### src/rtl/vga_pkg.sv
// Shared VGA scanout types, 640x480@60 default timing and framebuffer sizing helper.
// Latency: n/a (declarations only).
// Backpressure: n/a.
package vga_pkg;

   localparam int DEF_H_ACTIVE    = 640;
   localparam int DEF_H_FP        = 16;
   localparam int DEF_H_SYNC      = 96;
   localparam int DEF_H_BP        = 48;
   localparam int DEF_V_ACTIVE    = 480;
   localparam int DEF_V_FP        = 10;
   localparam int DEF_V_SYNC      = 2;
   localparam int DEF_V_BP        = 33;
   localparam int DEF_SCALE_SHIFT = 2;

   // Framebuffer word: 4R:4G:4B, red in the MSBs
   localparam int PXL_W = 12;

   typedef struct packed {
      logic       hsync;
      logic       vsync;
      logic [3:0] red;
      logic [3:0] green;
      logic [3:0] blue;
   } vga_out_t;

   // Pins while idle: syncs deasserted (active-low), colour black
   localparam vga_out_t VGA_IDLE = '{hsync: 1'b1, vsync: 1'b1, red: 4'h0, green: 4'h0, blue: 4'h0};

   // Address width needed for a framebuffer of (h>>s) x (v>>s) words
   function automatic int fb_addr_w(int h, int v, int s);
      return $clog2((h >> s) * (v >> s));
   endfunction

endpackage

### src/rtl/vga_timing.sv
// Raster h/v counters with sync decode, active-region flag and frame status strobes.
// Latency: all outputs combinational from the counter registers.
// Backpressure: none; free-running while enabled, held at (0,0) otherwise.
module vga_timing
   import vga_pkg::*;
#(
   parameter int H_ACTIVE = DEF_H_ACTIVE,
   parameter int H_FP     = DEF_H_FP,
   parameter int H_SYNC   = DEF_H_SYNC,
   parameter int H_BP     = DEF_H_BP,
   parameter int V_ACTIVE = DEF_V_ACTIVE,
   parameter int V_FP     = DEF_V_FP,
   parameter int V_SYNC   = DEF_V_SYNC,
   parameter int V_BP     = DEF_V_BP,
   parameter int H_CNT_W  = $clog2(H_ACTIVE + H_FP + H_SYNC + H_BP),
   parameter int V_CNT_W  = $clog2(V_ACTIVE + V_FP + V_SYNC + V_BP)
) (
   input  logic               i_clk,
   input  logic               i_reset,
   input  logic               i_enable,
   output logic [H_CNT_W-1:0] o_h,
   output logic [V_CNT_W-1:0] o_v,
   output logic               o_run,
   output logic               o_lineEnd,
   output logic               o_active,
   output logic               o_hsync,
   output logic               o_vsync,
   output logic               o_frameStart,
   output logic               o_vblank
);
   localparam int H_TOTAL = H_ACTIVE + H_FP + H_SYNC + H_BP;
   localparam int V_TOTAL = V_ACTIVE + V_FP + V_SYNC + V_BP;

   localparam logic [H_CNT_W-1:0] H_LAST = H_CNT_W'(H_TOTAL - 1);
   localparam logic [H_CNT_W-1:0] H_ACT  = H_CNT_W'(H_ACTIVE);
   localparam logic [H_CNT_W-1:0] HS_BEG = H_CNT_W'(H_ACTIVE + H_FP);
   localparam logic [H_CNT_W-1:0] HS_END = H_CNT_W'(H_ACTIVE + H_FP + H_SYNC);
   localparam logic [V_CNT_W-1:0] V_LAST = V_CNT_W'(V_TOTAL - 1);
   localparam logic [V_CNT_W-1:0] V_ACT  = V_CNT_W'(V_ACTIVE);
   localparam logic [V_CNT_W-1:0] VS_BEG = V_CNT_W'(V_ACTIVE + V_FP);
   localparam logic [V_CNT_W-1:0] VS_END = V_CNT_W'(V_ACTIVE + V_FP + V_SYNC);

   logic [H_CNT_W-1:0] h;
   logic [V_CNT_W-1:0] v;
   logic               run;

   // Reset takes priority over enable; both park the raster at (0,0)
   assign run = i_enable && !i_reset;

   // Raster position: h wraps every line, v advances on each h wrap
   always_ff @(posedge i_clk) begin
      if (!run) begin
         h <= '0;
         v <= '0;
      end else if (h == H_LAST) begin
         h <= '0;
         v <= (v == V_LAST) ? '0 : v + V_CNT_W'(1);
      end else begin
         h <= h + H_CNT_W'(1);
      end
   end

   assign o_h          = h;
   assign o_v          = v;
   assign o_run        = run;
   assign o_lineEnd    = run && (h == H_LAST);
   assign o_active     = run && (h < H_ACT) && (v < V_ACT);
   assign o_hsync      = !((h >= HS_BEG) && (h < HS_END));
   assign o_vsync      = !((v >= VS_BEG) && (v < VS_END));
   assign o_frameStart = run && (h == '0) && (v == '0);
   assign o_vblank     = run && (v >= V_ACT);

endmodule

### src/rtl/vga_scanout.sv
// Framebuffer reader: one read per active pixel, syncs re-aligned to returned data, registered VGA pins.
// Latency: RD_LAT+1 cycles from counter state to pins; status outputs are undelayed.
// Backpressure: none; read port is fixed-latency and must return data RD_LAT cycles after o_fbRdEn.
module vga_scanout
   import vga_pkg::*;
#(
   parameter int H_ACTIVE    = DEF_H_ACTIVE,
   parameter int H_FP        = DEF_H_FP,
   parameter int H_SYNC      = DEF_H_SYNC,
   parameter int H_BP        = DEF_H_BP,
   parameter int V_ACTIVE    = DEF_V_ACTIVE,
   parameter int V_FP        = DEF_V_FP,
   parameter int V_SYNC      = DEF_V_SYNC,
   parameter int V_BP        = DEF_V_BP,
   parameter int SCALE_SHIFT = DEF_SCALE_SHIFT,
   parameter int RD_LAT      = 1,
   parameter int FB_ADDR_W   = fb_addr_w(H_ACTIVE, V_ACTIVE, SCALE_SHIFT)
) (
   input  logic                 i_clk,
   input  logic                 i_reset,
   input  logic                 i_enable,
   output logic [FB_ADDR_W-1:0] o_fbAddr,
   output logic                 o_fbRdEn,
   input  logic [PXL_W-1:0]     i_fbData,
   output vga_out_t             o_vgaData,
   output logic                 o_frameStart,
   output logic                 o_vblank
);
   localparam int H_TOTAL = H_ACTIVE + H_FP + H_SYNC + H_BP;
   localparam int V_TOTAL = V_ACTIVE + V_FP + V_SYNC + V_BP;
   localparam int H_CNT_W = $clog2(H_TOTAL);
   localparam int V_CNT_W = $clog2(V_TOTAL);

   localparam logic [V_CNT_W-1:0]   V_LAST   = V_CNT_W'(V_TOTAL - 1);
   localparam logic [V_CNT_W-1:0]   V_ACT    = V_CNT_W'(V_ACTIVE);
   localparam logic [V_CNT_W-1:0]   ROW_MASK = V_CNT_W'((1 << SCALE_SHIFT) - 1);
   localparam logic [FB_ADDR_W-1:0] FB_W     = FB_ADDR_W'(H_ACTIVE >> SCALE_SHIFT);

   logic [H_CNT_W-1:0]   h;
   logic [V_CNT_W-1:0]   v;
   logic [V_CNT_W-1:0]   v_nxt;
   logic                 run;
   logic                 line_end;
   logic                 active;
   logic                 hsync_c;
   logic                 vsync_c;
   logic                 row_step;
   logic [FB_ADDR_W-1:0] row_base;
   logic [RD_LAT-1:0]    act_pipe;
   logic [RD_LAT-1:0]    hs_pipe;
   logic [RD_LAT-1:0]    vs_pipe;
   logic [PXL_W-1:0]     pix;

   vga_timing #(
      .H_ACTIVE (H_ACTIVE),
      .H_FP     (H_FP),
      .H_SYNC   (H_SYNC),
      .H_BP     (H_BP),
      .V_ACTIVE (V_ACTIVE),
      .V_FP     (V_FP),
      .V_SYNC   (V_SYNC),
      .V_BP     (V_BP),
      .H_CNT_W  (H_CNT_W),
      .V_CNT_W  (V_CNT_W)
   ) u_timing (
      .i_clk        (i_clk),
      .i_reset      (i_reset),
      .i_enable     (i_enable),
      .o_h          (h),
      .o_v          (v),
      .o_run        (run),
      .o_lineEnd    (line_end),
      .o_active     (active),
      .o_hsync      (hsync_c),
      .o_vsync      (vsync_c),
      .o_frameStart (o_frameStart),
      .o_vblank     (o_vblank)
   );

   // Next raster line starts a new framebuffer row every 2^SCALE_SHIFT lines inside the visible area
   assign v_nxt    = v + V_CNT_W'(1);
   assign row_step = ((v_nxt & ROW_MASK) == '0) && (v_nxt < V_ACT);

   // Row base address tracks v>>SCALE_SHIFT times row width by accumulation, no multiplier
   always_ff @(posedge i_clk) begin
      if (!run) begin
         row_base <= '0;
      end else if (line_end) begin
         if (v == V_LAST) begin
            row_base <= '0;
         end else if (row_step) begin
            row_base <= row_base + FB_W;
         end
      end
   end

   assign o_fbRdEn = active;
   assign o_fbAddr = active ? row_base + FB_ADDR_W'(h >> SCALE_SHIFT) : '0;

   // Delay active and syncs by the read latency so they line up with returned data
   always_ff @(posedge i_clk) begin
      if (!run) begin
         act_pipe <= '0;
         hs_pipe  <= '1;
         vs_pipe  <= '1;
      end else begin
         act_pipe[0] <= active;
         hs_pipe[0]  <= hsync_c;
         vs_pipe[0]  <= vsync_c;
         for (int i = 1; i < RD_LAT; i++) begin
            act_pipe[i] <= act_pipe[i-1];
            hs_pipe[i]  <= hs_pipe[i-1];
            vs_pipe[i]  <= vs_pipe[i-1];
         end
      end
   end

   // Read data is ignored outside the active region, so stale bus values never reach the pins
   assign pix = act_pipe[RD_LAT-1] ? i_fbData : '0;

   // Pin register: one extra cycle after the aligned pipeline tap
   always_ff @(posedge i_clk) begin
      if (!run) begin
         o_vgaData <= VGA_IDLE;
      end else begin
         o_vgaData <= '{hsync: hs_pipe[RD_LAT-1],
                        vsync: vs_pipe[RD_LAT-1],
                        red:   pix[11:8],
                        green: pix[7:4],
                        blue:  pix[3:0]};
      end
   end

endmodule

### config.mk
export PLATFORM = sky130hd
export DESIGN_NAME = vga_scanout
export DESIGN_NICKNAME = d
export VERILOG_FILES = /design/src/rtl/vga_pkg.sv /design/src/rtl/vga_timing.sv /design/src/rtl/vga_scanout.sv
export SDC_FILE = /design/constraint.sdc
export NUM_CORES = 1
export LEC_CHECK = 0
export ABC_CLOCK_PERIOD_IN_PS = 2000
export BUFFER_PORTS_ARGS = -buffer_cell sky130_fd_sc_hd__buf_2
export CORE_ASPECT_RATIO = 0.6
export CORE_MARGIN = 4
export CORE_UTILIZATION = 52
export CTS_BUF_LIST = sky130_fd_sc_hd__clkbuf_8
export DETAILED_ROUTE_END_ITERATION = 12
export MAX_ROUTING_LAYER = met4
export PLACE_DENSITY = 0.79
export SLEW_MARGIN = 20
export SYNTH_ARGS = -nofsm -noshare
export SYNTH_HDL_FRONTEND = slang
export SYNTH_SLANG_ARGS = --single-unit
### constraint.sdc
create_clock -name i_clk -period 2 [get_ports i_clk]
set_clock_uncertainty 0.1 [all_clocks]
set_input_delay 0 -clock i_clk [delete_from_list [all_inputs] [get_ports i_clk]]
set_output_delay 0 -clock i_clk [all_outputs]
set_load 0.02 [all_outputs]
## Yosys cells after proc, flatten, opt, wreduce, memory -nomap -nowiden

Cells that the tools add are included.
W data, S select, Z words.

| operators by class | value |
|---|---|
| add/sub/neg operators | 4 |
| order comparisons | 8 |
| equality and inequality tests | 2 |
| muxes and demuxes | 4 |
| bitwise operators | 1 |
| reductions and logical operators | 20 |

Operator list:

| cell | number |
|---|---|
| $mux W15 | 3 |
| $logic_not A10 Y1 | 3 |
| $lt A10 B9 Y1 const B | 3 |
| $add A10 B1 Y10 const B | 2 |
| $eq A10 B10 Y1 const B | 2 |
| $ge A10 B9 Y1 const B | 2 |
| $lt A10 B10 Y1 const B | 2 |
| $add A15 B8 Y15 | 1 |
| $add A15 B8 Y15 const B | 1 |
| $ge A10 B10 Y1 const B | 1 |
| $logic_and A1 B1 Y1 | 10 |
| $mux W10 | 1 |
| $reduce_and A2 Y1 | 2 |
| $logic_not A1 Y1 | 3 |
| $reduce_bool A2 Y1 | 1 |
| $reduce_or A2 Y1 | 1 |
| $not A1 Y1 | 1 |

| word-level totals | value |
|---|---|
| register bits after elaboration | 52 |
| input port bits | 15 |
| output and inout bits | 32 |
| word-level logic and storage cells | 50 |

## Longest topological paths before layout

Gate-level depths: netlist (run 1).

| logic depth | value |
|---|---|
| word-level depth | 5 |
| depth in mapped cells | 10 |
| gate-level depth less buffers | 8 |

## Modules after synthesis

Synthesis (run 1) repeated with hierarchy kept, for this count alone.

| unflattened totals | value |
|---|---|
| cell total of the unflattened synthesis | 292 |
| area, all modules | 2474.9 µm² |

By module, submodules not included:

| module | instances | cells an instance | area each (µm²) | sequential area each (µm²) |
|---|---|---|---|---|
| vga_scanout | 1 | 162 | 1410.1 | 540.5 |
| vga_timing | 1 | 130 | 1064.8 | 400.4 |

## Worst setup path after synthesis (run 1)

OpenSTA, ideal clock, no wires.

| timing path | value |
|---|---|
| kind | flip-flop to flip-flop |
| from | register u_timing.v[0], in the netlist u_timing.o_v[0] |
| to | register row_base[10] |
| library setup time | 74 ps |
| arrival | 1870 ps |
| required time | 1826 ps |
| path slack | -44 ps |
| stages on the path, launching flop included | 8 |
| buffers on the path | 0 |
| clock period less this slack | 2044 ps |
| cells stage by stage | dfxtp_1 > ha_1 > nand3_1 > o21a_1 > o22ai_4 > nand3b_4 > or4_1 > a31oi_1 |

| between the ends | value |
|---|---|
| cells in the longest elaborated chain, start to end | 5 |

RTL lines:

| item | RTL line | source |
|---|---|---|
| start: declaration | vga_timing.sv:44 | `logic [V_CNT_W-1:0] v;` |
| start signal: assignment | vga_timing.sv:57 | `v <= (v == V_LAST) ? '0 : v + V_CNT_W'(1);` |
| $add A10 B1 Y10 | vga_scanout.sv:81 | `assign v_nxt = v + V_CNT_W'(1);` |
| $lt A10 B9 Y1 or $logic_not A10 Y1 (tied branches) | vga_scanout.sv:82 | `assign row_step = ((v_nxt & ROW_MASK) == '0) && (v_nxt < V_ACT);` |
| $logic_and A1 B1 Y1 | vga_scanout.sv:82 |  |
| $reduce_bool A2 Y1 (no line) | -- |  |
| $reduce_and A2 Y1 (no line) | -- |  |
| end signal: assignment | vga_scanout.sv:92 | `row_base <= row_base + FB_W;` |
| end: declaration | vga_scanout.sv:48 | `logic [FB_ADDR_W-1:0] row_base;` |

Parallel ways exist; a longest one is shown, timed or not.
A chain may end at the register's enable or synchronous reset.

## Final worst setup path (run 1)

| timing path | value |
|---|---|
| from | register u_timing.v[0], in the netlist u_timing.o_v[0] |
| to | register row_base[14] |

Same word-level chain as after synthesis.

==> results of run 1 <==
registers in the layout (all words and copies together), names as in the netlist:
| signal | count |
|---|---|
| act_pipe | 1 |
| vs_pipe | 1 |
| hs_pipe | 1 |
| o_vgaData | 14 |
| u_timing.o_h | 10 |
| u_timing.o_v | 10 |
| row_base | 10 |
power by group:
group	leakage (nW)	switching [mW]	internal, mW
logic	1.06	0.0568	0.0479
registers	0.388	0.00563	0.934
clock network	0.0581	0.351	0.373
total	1.51	0.413	1.35
timing repair:
action / in CTS / in global routing
cloned: 0 / 0
hold endpoints to repair: 14 / 0
setup buffers: 5 / 8
endpoints found under the setup margin: 12 / 27
gates resized for setup: 18 / 42
hold buffers: 13 / 0
pin swaps: 9 / 23
metal layers:
layer  share of wire, %  global-route usage, %
met1                 42                   33.1
met2                 46                   42.4
met3                8.8                   7.35
met4                2.9                   6.31
met5                  0                      -
final cells by class:
class / instances / area (um2)
sequential: 47 / 972
tap: 63 / 78.8
clock inverter: 3 / 43.8
clock buffer: 5 / 68.8
timing repair buffer: 103 / 704
fill: 336 / 1070
multi-input combinational: 230 / 1620
inverter: 13 / 48.8
per-stage QoR:
stage | util [%] | total power, mW | std cells
CTS | 71.9 | 1.76 | 456
global placement | 64.3 | 1.04 | 430
global route | 76.7 | 1.82 | 464
floorplan | - | 1.01 | 308
finish | 76.7 | 1.77 | 464
detailed placement | 64.3 | 1.05 | 430
layout by cell type (no fill, tap or decap), drive strengths merged, types with 6 or more instances in the layout:
cell type | Yosys | layout
inv | 13 | 13
dfxtp | 47 | 47
dlygate4sd3 | 0 | 13
nor2 | 34 | 34
xnor2 | 9 | 9
xor2 | 10 | 10
nand4 | 7 | 7
nand2 | 25 | 25
a21oi | 12 | 12
and3 | 20 | 20
ha | 10 | 10
o21ai | 16 | 16
nor3 | 6 | 6
buf | 5 | 90
or4 | 7 | 7
nand3 | 26 | 26
tightest hold or removal path: stages:
cell and delay [ns]:
buf_2 0.11, nor2b_2 0.20, nand4_1 0.09
final timing paths:
check / end / slack [ns] / cells after the start
hold reg to reg: o_vgaData[13] / 0.32 / 1
hold / removal: vs_pipe / 0.01 / 3
setup / recovery: row_base[14] / -0.07 / 6
setup reg to reg: row_base[14] / -0.07 / 6
logic make-up after synthesis:
family | synth area share, %
AO/OA/AOI/OAI | 12.0
XOR/XNOR | 6.66
adder cells (fa/ha/maj) | 5.01
buffers and inverters | 5.31
flip-flops | 37.7
other | 0.150
AND/OR/NAND/NOR | 33.2
==> out/results.tsv, run 1 <==
stage	metric	value	unit
routing	first-pass iteration count of the detailed router	5	
yosys	Post-Synthesis Cells	308	
outcome	status	finished, violations left	
setup_path	Top delay family on crit path	simple AND/OR/NAND/NOR gates	
sta	Period Utilization, post-route	104	%
yosys	syn avg cell area	8.11	um2
clock_network	Clock Sinks	47	
floorplanning	Die Area	6010	um2
floorplanning	# IOs	47	
routing	DR vias	2716	
setup_path	worst setup path startpoint	u_timing.o_v[0]	
grt	total track usage	26.2	%
yosys	synth warn	0	
yosys	syn_nets	333	
routing	final WL	8350	um
yosys	most frequent cells after synthesis	dfxtp_1 (47), nor2_1 (34), nand3_1 (26)	
floorplanning	chip height	61.7	um
setup_path	Worst Setup Path Type	register to register	
yosys	Cell Area, Synth	2500	um2
yosys	cell taking the most area after synthesis	dfxtp_1	
yosys	synthesized flop and latch total	47	
sta	Hold Fails Final Rpt	0	
floorplanning	# rows	19	
routing	1st-iter DRT viols	338	
sta	Hold WS	0.0106	ns
place	placed cell areas	2960	um2
floorplanning	Die W	97.5	um
sta	unrepaired setup endpoints after global routing	true	
yosys	top cells by area, synth	dfxtp_1 (38%), nand3_1 (5.2%), nor2_1 (5.1%)	
sta	setup tns final	-0.194	ns
setup_path	crit path DAT	2.21	ns
clock_network	CTS root buffer	clkbuf_8	
sta	minimum clock period	2.07	ns
clock_network	Reg clk slew, reported paths	0.09	ns
grt	initial antenna violation count	0	
power_and_ir_drop	P per Cell Area	500	nW/um2
grt	first-pass GRT wire length	11900	um
yosys	top-count cell post-synth	dfxtp_1	
place	routability cong.	0.947	
setup_path	Slowest-stage cell, CP	or4_4	
yosys	Yosys top cell area share	37.7	%
yosys	Async SR Flop Fraction	0	%
sta	setup slack after layout	-0.0744	ns
routing	Post-route DRC	0	
floorplanning	Core Region	4610	um2
setup_path	crit path capture type	register	
final_layout	ant diodes	0	
routing	Avg Vias per Cell	5.85	
clock_network	Worst-Skew Late Latency	0.32	ns
clock_network	total CTS buffers	5	
power_and_ir_drop	worst vdd ir	389	uV
sta	fmax	0.482	GHz
sta	# setup viols final	5	
setup_path	Max FO, Critical Path	5	
outcome	failing checks	negative setup slack	
clock_network	CTS tree	yes	
setup_path	CP max stage delay	0.49	ns
clock_network	H-Tree Depth	2	
sta	Slew Limit Fails	0	
floorplanning	initial core utilization	54.2	%
yosys	post-synthesis sequential area ratio	37.7	%
flow_run	Max-cap violations	0	
place	Port-buffer cells	46	
final_layout	Final Cell Area	3540	um2
setup_path	CP Data Required Time	2.14	ns
final_layout	layout cells sized above 1	37.2	%
grt	vias in the first global route	2440	
grt	largest net degree at the start of global routing	18	
worst_hold_path	hold_sp	i_enable	
final_layout	final net count	425	
setup_path	startpoint types	register	
setup_path	cell breakdown of the critical path	and4_4 -> a31oi_4 -> and3b_2 -> nand3b_4 -> or4_4 -> a31oi_1	
place	Setup Slack @ Placement	-0.0640	ns
clock_network	Max clock buf depth	2	
yosys	synth unique cells	49	
power_and_ir_drop	P_leak	1.51	nW
setup_path	Worst Path Buf+Inv	0	
yosys	Post-synth EDFFs	0	
place	Detail Placement HPWL	4960	um
routing	average routed wire per standard cell	18.0	um
yosys	Synth Flop Type	dfxtp_1	
final_layout	Syn-to-layout area delta	41.7	%
worst_hold_path	Hold Path Class	input port to register	
setup_path	reg2reg start	u_timing.o_v[0]	
grt	total grt overflow	0	
routing	Antenna Nets Post-Route	0	
Power figures use the tool's default switching activity.
==> run 2, diff against run 1 <==
==> constraint.sdc (replaced) <==
create_clock -name i_clk -period 2 [get_ports i_clk]
set_clock_uncertainty 0.1 [all_clocks]
set_input_delay 0.3 -clock i_clk [delete_from_list [all_inputs] [get_ports i_clk]]
set_output_delay 0.3 -clock i_clk [all_outputs]
set_load 0.02 [all_outputs]
==> run 2 against run 1 <==
  * The flow still finishes with violations (negative setup slack)
  * Design area rose by 3.6%
  * Clock-buffer cell count is the same
  * Cell count is 1.3% lower
  * Non-clock buffer count down 6
  * Routed wire length down 2.7%
  * Die area stayed put
  * Critical path type is now register to output pin
==> out/results.tsv, run 2 (same netlist as run 1, synthesis figures left out) <==
stage	metric	value	unit	change
final_layout	Final Cell Area	3670	um2	+3.6%
power_and_ir_drop	sequential share of power	57.0	%	+3.9 points
clock_network	Reg clk slew, reported paths	0.10	ns	about the same
routing	average routed wire per standard cell	17.7	um	-1.4%
setup_path	crit path DAT	1.94	ns	-0.27 ns
setup_path	startpoint types	register		
final_layout	commonest non-fill, non-tap cells in the layout	buf_4 (46), dfxtp_1 (37), buf_2 (32), nand2_1 (23), nor2_1 (22)		
final_layout	utilization after layout	79.5	%	+2.8 points
floorplanning	# rows	19		unchanged
routing	1st-iter DRT viols	309		-8.6%
final_layout	layout cells sized above 1	43.5	%	+6.4 points
clock_network	CTS Hold Bufs	0		-13
sta	Hold WS	0.113	ns	+0.103 ns
setup_path	CP Data Required Time	1.60	ns	-0.54 ns
floorplanning	initial core utilization	54.2	%	unchanged
power_and_ir_drop	Clk network pwr share	36.9	%	-4.0 points
clock_network	CTS root buffer	clkbuf_8		
sta	unrepaired setup endpoints after global routing	true		
place	Detail Placement HPWL	5160	um	+4.0%
power_and_ir_drop	total power	1.66	mW	-6.2%
power_and_ir_drop	P_leak	1.54	nW	+2.2%
sta	Slew Limit Fails	0		unchanged
sta	Hold Fails Final Rpt	0		unchanged
setup_path	Max FO, Critical Path	5		unchanged
place	Port-buffer cells	46		unchanged
final_layout	post-route insts no fill	458		-1.3%
power_and_ir_drop	Comb pwr share	6.1	%	+0.2 points
grt	vias in the first global route	2324		-4.8%
setup_path	Worst Setup Path Type	register to output pin		
power_and_ir_drop	NetSw	427	uW	+3.3%
sta	fmax	0.428	GHz	-11%
final_layout	Reg with most FFs	o_vgaData		
routing	first-pass iteration count of the detailed router	5		unchanged
routing	Post-route DRC	0		unchanged
floorplanning	chip height	61.7	um	unchanged
place	routability cong.	0.916		-3.2%
flow_run	Max-cap violations	0		unchanged
power_and_ir_drop	worst vdd ir	430	uV	+11%
sta	Period Utilization, post-route	117	%	+13 points
clock_network	Clock Sinks	47		unchanged
power_and_ir_drop	P per Cell Area	452	nW/um2	-9.5%
power_and_ir_drop	Int Pwr	1.23	mW	-9.1%
outcome	failing checks	negative setup slack		
sta	minimum clock period	2.34	ns	+0.262 ns
grt	largest net degree at the start of global routing	17		-1
routing	Antenna Nets Post-Route	0		unchanged
place	placed cell count	442		+2.8%
grt	first-pass GRT wire length	11300	um	-5.5%
grt	total track usage	24.8	%	-1.3 points
final_layout	Syn-to-layout area delta	46.8	%	
place	Setup Slack @ Placement	-0.129	ns	-0.0651 ns
final_layout	ant diodes	0		unchanged
clock_network	Worst-Skew Late Latency	0.31	ns	about the same
sta	setup slack after layout	-0.336	ns	-0.262 ns
worst_hold_path	Worst Hold Depth	2		-1
clock_network	CTS tree	yes		
worst_hold_path	Hold Path Class	input port to register		
routing	DR vias	2651		-2.4%
clock_network	H-Tree Depth	2		unchanged
grt	initial antenna violation count	0		unchanged
clock_network	Max clock buf depth	2		unchanged
floorplanning	Die W	97.5	um	unchanged
sta	setup tns final	-2.31	ns	-2.11 ns
final_layout	final net count	419		-1.4%
floorplanning	Die Area	6010	um2	unchanged
place	placed cell areas	3080	um2	+3.9%
clock_network	total CTS buffers	5		unchanged
setup_path	worst-case reg-to-reg path depth	6		unchanged
sta	# setup viols final	13		+8
final_layout	max FFs per register	14		unchanged
final_layout	most common cell after layout, fill and taps aside	buf_4		
floorplanning	Core Region	4610	um2	unchanged
routing	Avg Vias per Cell	5.79		-1.1%
outcome	status	finished, violations left		
setup_path	crit path capture type	output pin		
power_and_ir_drop	sw frac	25.8	%	+2.4 points
grt	total grt overflow	0		unchanged
floorplanning	# IOs	47		unchanged
routing	final WL	8130	um	-2.7%
[run 2: cell count changes in the layout (fill, tap and decap cells not counted), moves of 3 or more]
cell and delta:
and2_1 -4, dfxtp_4 -4, nor2_2 +5, dfxtp_1 +3, buf_2 -10, nor2_1 -10
and2_4 +4, dlygate4sd3_1 -13, nor2_4 +5, buf_6 +17
[run 2: worst max-delay path: stages (launching register included)]
cell,delay [ns]
dfxtp_2,0.34
ha_1,0.23
a21o_1,0.23
a21oi_4,0.22
o21ai_4,0.11
nand3_1,0.16
xnor2_2,0.13
nor2_2,0.05
buf_2,0.15
[run 2: what timing repair did]
item                                    4_1_cts  5_1_grt
gates resized for setup                      58       49
endpoints found under the setup margin       27       25
setup buffers                                 3        5
gates cloned                                  1        0
pin swaps                                    12       20
[run 2: path summary, 6_finish.rpt]
check	from	slack (ns)	endpoint
worst min-delay path	i_fbData[2]	0.11	o_vgaData[2]
worst max-delay path	u_timing.o_h[7]	-0.34	o_fbAddr[12]
worst max register to register	u_timing.o_h[8]	-0.10	row_base[10]
worst min register to register	vs_pipe	0.32	o_vgaData[12]
[run 2: final cells by class]
type / instances / area (um2)
tap: 63 / 78.8
multi-input combinational: 230 / 1760
sequential: 47 / 958
timing repair buffer: 97 / 723
clock inverter: 3 / 25.0
fill: 296 / 945
clock buffer: 5 / 68.8
inverter: 13 / 53.8
[run 2: metal layers]
metal	part of all wire (%)	vias to the layer above	GRT usage, %
li1	-	1256	-
met1	45	1260	33.2
met2	47	120	38.8
met3	6.3	15	4.86
met4	1.1	0	7.30
met5	0	-	-
[run 2: power groups by stage]
stage	sequential [mW]	clock, mW	combinational [mW]
3_3_place_gp	0.969	0	0.0776
5_1_grt	0.946	0.648	0.107
2_1_floorplan	0.972	0	0.0371
4_1_cts	0.946	0.604	0.0898
3_5_place_dp	0.970	0	0.0800
6_report	0.946	0.611	0.101
